**config.mk**
```make
export PLATFORM = sky130hd
export DESIGN_NAME = ram_access_arbiter
export DESIGN_NICKNAME = d
export VERILOG_FILES = /design/src/rtl/ram_access_arbiter.sv
export SDC_FILE = /design/constraint.sdc
export NUM_CORES = 1
export LEC_CHECK = 0
export CORE_MARGIN = 10
export CORE_UTILIZATION = 38
export DETAILED_ROUTE_END_ITERATION = 6
export HOLD_SLACK_MARGIN = 0.15
export PLACE_DENSITY = 0.74
export RECOVER_POWER = 100
export SYNTH_ARGS = -nofsm -noshare
export SYNTH_HDL_FRONTEND = slang
export SYNTH_SLANG_ARGS = --single-unit
```
**constraint.sdc**
```tcl
create_clock -name clk -period 2.13 [get_ports clk]
set_input_delay 0.639 -clock clk [delete_from_list [all_inputs] [get_ports clk]]
set_output_delay 0.639 -clock clk [all_outputs]
set_load 0.05 [all_outputs]
```
**src/rtl/ram_access_arbiter.sv**
```systemverilog
// ram_access_arbiter: two-requester arbiter sequencing setup/strobe/hold SRAM accesses; `ARB_FIXED_PRIO_EN selects fixed priority (requester 0 wins)
module ram_access_arbiter #(
  parameter int STROBE_CYC = 2,
  parameter int ADDR_W     = 17
) (
  input  logic              clk,
  input  logic              rst,
  input  logic              req0,
  input  logic              wr0,
  input  logic [ADDR_W-1:0] addr0,
  input  logic [15:0]       wdata0,
  output logic              ack0,
  input  logic              req1,
  input  logic              wr1,
  input  logic [ADDR_W-1:0] addr1,
  input  logic [15:0]       wdata1,
  output logic              ack1,
  output logic [15:0]       rdata,
  output logic              ram_re,
  output logic              ram_we,
  output logic [ADDR_W-1:0] ram_addr,
  output logic [15:0]       ram_wdata,
  input  logic [15:0]       ram_rdata,
  output logic              busy,
  output logic              owner
);
  typedef enum logic [2:0] {IDLE, SETUP, STROBE, HOLD, DONE} state_t;
  state_t state_q, state_d;
  logic [ADDR_W-1:0] addr_q, addr_d;
  logic [15:0] wdata_q, wdata_d, rdata_q, rdata_d;
  logic [3:0] cnt_q, cnt_d;
  logic op_q, op_d, owner_q, owner_d, re_q, re_d, we_q, we_d, ack0_q, ack0_d, ack1_q, ack1_d;
  logic take, gnt;
`ifdef ARB_FIXED_PRIO_EN
  // requester 0 always wins a tie, so requester 1 wins only when alone
  assign gnt = ~req0;
`else
  logic rr_q, rr_d;
  // on a tie the requester that did not win last time is granted
  assign gnt = (req0 & req1) ? ~rr_q : req1;
  assign rr_d = take ? gnt : rr_q;
  // round-robin history; reset to 1 so requester 0 wins the first tie
  always_ff @(posedge clk or posedge rst)
    if (rst) rr_q <= 1'b1;
    else rr_q <= rr_d;
`endif
  assign take = (state_q == IDLE) & (req0 | req1);
  // state register
  always_ff @(posedge clk or posedge rst)
    if (rst) state_q <= IDLE;
    else state_q <= state_d;
  // next-state: only IDLE looks at requests; STROBE exits when the counter reaches 0
  always_comb begin
    state_d = state_q;
    case (state_q)
      IDLE:    state_d = take ? SETUP : IDLE;
      SETUP:   state_d = STROBE;
      STROBE:  state_d = (cnt_q == 4'd0) ? HOLD : STROBE;
      HOLD:    state_d = DONE;
      default: state_d = IDLE;
    endcase
  end
  // output/datapath next values: winner copies latched on entry to SETUP, strobes and acks registered
  always_comb begin
    addr_d  = take ? (gnt ? addr1 : addr0) : addr_q;
    wdata_d = take ? (gnt ? wdata1 : wdata0) : wdata_q;
    op_d    = take ? (gnt ? wr1 : wr0) : op_q;
    owner_d = take ? gnt : owner_q;
    cnt_d   = (state_q == SETUP) ? 4'(STROBE_CYC - 1) :
              (state_q == STROBE && cnt_q != 4'd0) ? cnt_q - 4'd1 : cnt_q;
    re_d    = (state_d == STROBE) & ~op_q;
    we_d    = (state_d == STROBE) & op_q;
    rdata_d = (state_q == HOLD && !op_q) ? ram_rdata : rdata_q;
    ack0_d  = (state_d == DONE) & ~owner_q;
    ack1_d  = (state_d == DONE) & owner_q;
  end
  // datapath and output registers
  always_ff @(posedge clk or posedge rst)
    if (rst) begin
      addr_q  <= '0;
      wdata_q <= '0;
      rdata_q <= '0;
      cnt_q   <= '0;
      op_q    <= 1'b0;
      owner_q <= 1'b0;
      re_q    <= 1'b0;
      we_q    <= 1'b0;
      ack0_q  <= 1'b0;
      ack1_q  <= 1'b0;
    end else begin
      addr_q  <= addr_d;
      wdata_q <= wdata_d;
      rdata_q <= rdata_d;
      cnt_q   <= cnt_d;
      op_q    <= op_d;
      owner_q <= owner_d;
      re_q    <= re_d;
      we_q    <= we_d;
      ack0_q  <= ack0_d;
      ack1_q  <= ack1_d;
    end
  assign ram_addr  = addr_q;
  assign ram_wdata = wdata_q;
  assign ram_re    = re_q;
  assign ram_we    = we_q;
  assign rdata     = rdata_q;
  assign ack0      = ack0_q;
  assign ack1      = ack1_q;
  assign owner     = owner_q;
  assign busy      = state_q != IDLE;
endmodule

```
==> impl_metrics.json <==
{
  "status": "complete, no violations",
  "hold_viol": 0,
  "drv_cap": 0,
  "grt_pass1_vias": 2760,
  "ff2ff_setup_slack_ns": 0.19,
  "seq_area_frac_synth_pct": 48.8,
  "setup_tns_ns": 0,
  "layout_common_cells": "85 x clkdlybuf4s50_1, 62 x dfrtp_1, 56 x clkbuf_1",
  "portBuffers": 142,
  "cts.clk_slew.worst_paths_ns": 0.08,
  "multi_input_area_um2": 1410,
  "cellPowerDensity_nw_per_um2": 1650,
  "crit_type": "reg2out",
  "synthTopCellsByArea": "dfrtp_1 48%, a2bb2oi_2 13%, mux2i_1 11%",
  "ant_nets": 0,
  "grt_pass1_wl_mm": 14.7,
  "hold_start": "owner$_DFFE_PP0P_",
  "antenna_found_initial": 0,
  "synth_cells": 248,
  "rr_endpoint": "cnt_q[1]$_DFFE_PP0P_",
  "first_pass_iters": 4,
  "setup_viol": 0,
  "fmax_ghz": 0.495,
  "post-route-min-period_ns": 2.02,
  "synth_top_cell_area_share_pct": 48.0,
  "track_usage_pct": 14.1,
  "area_growth_pct": 41.1,
  "synthFlopType": "dfrtp_1",
  "io_pins": 143,
  "final_core_util_pct": 55.2,
  "crit_fanout": 10,
  "ctsHoldBuffers": 0,
  "finalWeightedCongestion": 0.762,
  "hpwlAfterDp_mm": 6.93,
  "fill_cells": 758,
  "grt_setup_unrepaired": "false",
  "arrival_ns": 1.38,
  "overflow": 0,
  "cts_root_buf": "clkbuf_8",
  "timing.final.ws_setup_ns": 0.111,
  "synth-async-reset-ratio_pct": 100,
  "final_max_slew_viol_count": 0,
  "h-tree-depth": 3,
  "end_kind": "output port",
  "ctsResizeCount": 0,
  "final-seq-area_um2": 1580,
  "die_h_um": 112,
  "peakVddDrop_v": 0.000554,
  "cts_tree": "built",
  "wl_per_cell_um": 18.3,
  "finalCritPeriodShare_pct": 94.8,
  "yosysTopAreaCell": "dfrtp_1",
  "drive_gt1_share_pct": 15.0,
  "dieArea_um2": 12600,
  "min_path_cells": 1,
  "start_kind": "flop",
  "worstHoldPathType": "reg2reg",
  "synthesis.area_um2": 3230,
  "vias": 2541,
  "worstMarginPinSlew_ns": 0.878,
  "viasPerCell": 5.03,
  "drc": 0,
  "synth-seq-cells": 63,
  "p_leak_uw": 0.00194,
  "place_ws_ns": 0.0332,
  "initial_core_util_pct": 39.1,
  "numClockSinks": 63,
  "hold_slack_ns": 0.449,
  "antenna_cells": 0,
  "reg2reg_depth": 5,
  "cts_buffer_depth": 2,
  "grt_start_max_net_pins": 64,
  "r2r_start": "cnt_q[0]$_DFFE_PP0P_",
  "layout.cells.most_common": "clkdlybuf4s50_1",
  "drt_iter0_drc": 122,
  "clock_skew_ns": 0.00738,
  "core_area_um2": 8260,
  "post_cts_buffers": 0,
  "drt_wl_total_mm": 9.22,
  "clock_latency_ns": 0.34,
  "rows": 33,
  "syn-mean-instance-area_um2": 13.0,
  "synth_nets": 337,
  "yosysWarnings": 0,
  "nets": 484,
  "synth_cell_types": 37,
  "synth_edf_count": 0,
  "die_x_um": 112,
  "min_to": "ack0$_DFF_PP0_",
  "cts_buffers": 9,
  "cp.required_ns": 1.49,
  "crit_start": "state_q[0]$_DFF_PP0_",
  "relSlewSlack_pct": 41.5
}
==> critical path: stages (launching register included) <==
cell and delay [ns]:
dfrtp_1 0.50, nor3_4 0.22, inv_2 0.11, buf_4 0.21
==> logic make-up after synthesis <==
group | synth area share (%)
AOI/OAI and AO/OA | 18.6
DFF | 48.8
muxes | 16.1
buffers and inverters | 4.45
and+or+nand+nor | 11.7
adders and majority gates | 0.387
==> registers in the layout, indices dropped and copies added (netlist names) <==
signal,flops
owner,1
rr_q,1
ram_we,1
ack0,1
ram_wdata,16
ram_addr,17
op_q,1
ram_re,1
cnt_q,4
rdata,16
ack1,1
state_q,3
==> power by group <==
group	leakage, uW	total, uW	switching, uW	internal, uW
Sequential	0.000729	2140	382	1760
Clock	0.000111	1190	512	673
Combinational	0.00110	4180	2890	1300
Total	0.00194	7510	3780	3730
==> cells in the mapped netlist, types with 2 or more instances <==
master	n
a21oi_1	5
a2bb2oi_1	5
a2bb2oi_2	29
a32oi_1	2
buf_2	7
buf_4	2
buf_6	4
clkbuf_1	5
dfrtp_1	62
inv_1	7
mux2_1	3
mux2_2	13
mux2i_1	34
nand2_1	2
nand2b_1	34
nor2_1	4
nor2b_1	3
nor3_1	4
nor3_4	2
o21ai_0	3
o22ai_1	2
==> how the worst max path moves through the flow <==
stage / cells past startpoint / endpoint
floorplan: 6 / op_q$_DFFE_PP0P_
finish: 3 / busy
global route: 3 / busy
CTS: 3 / busy
detailed placement: 5 / ram_wdata[5]$_DFFE_PP0P_
global placement: 5 / ram_wdata[15]$_DFFE_PP0P_
==> layer usage <==
layer,global-route usage (%),up-vias,wire length (um)
li1,-,1195,-
met1,16.9,1223,4110
met2,22.8,113,4240
met3,5.91,10,757
met4,3.55,0,107
met5,0,-,0
==> layout make-up <==
| type | instances | share of cell area (%) |
|---|---|---|
| repair buffers | 154 | 26.0 |
| clock inverters | 7 | 2.25 |
| flip-flops and latches | 63 | 34.6 |
| multi-input cells | 159 | 30.9 |
| clock buffers | 9 | 2.72 |
| inverters | 8 | 0.741 |
| well taps | 105 | 2.88 |
==> through the flow <==
step                      area (um2)  cells  total power [uW]
final                           4560    505              7510
after global routing            4560    505              7930
after CTS                       4920    505              8310
after detailed placement        4690    489              7110
after global placement          4690    489              7000
after floorplan                 3240    248              5630
No activity file was read; power rests on OpenSTA's default activity.
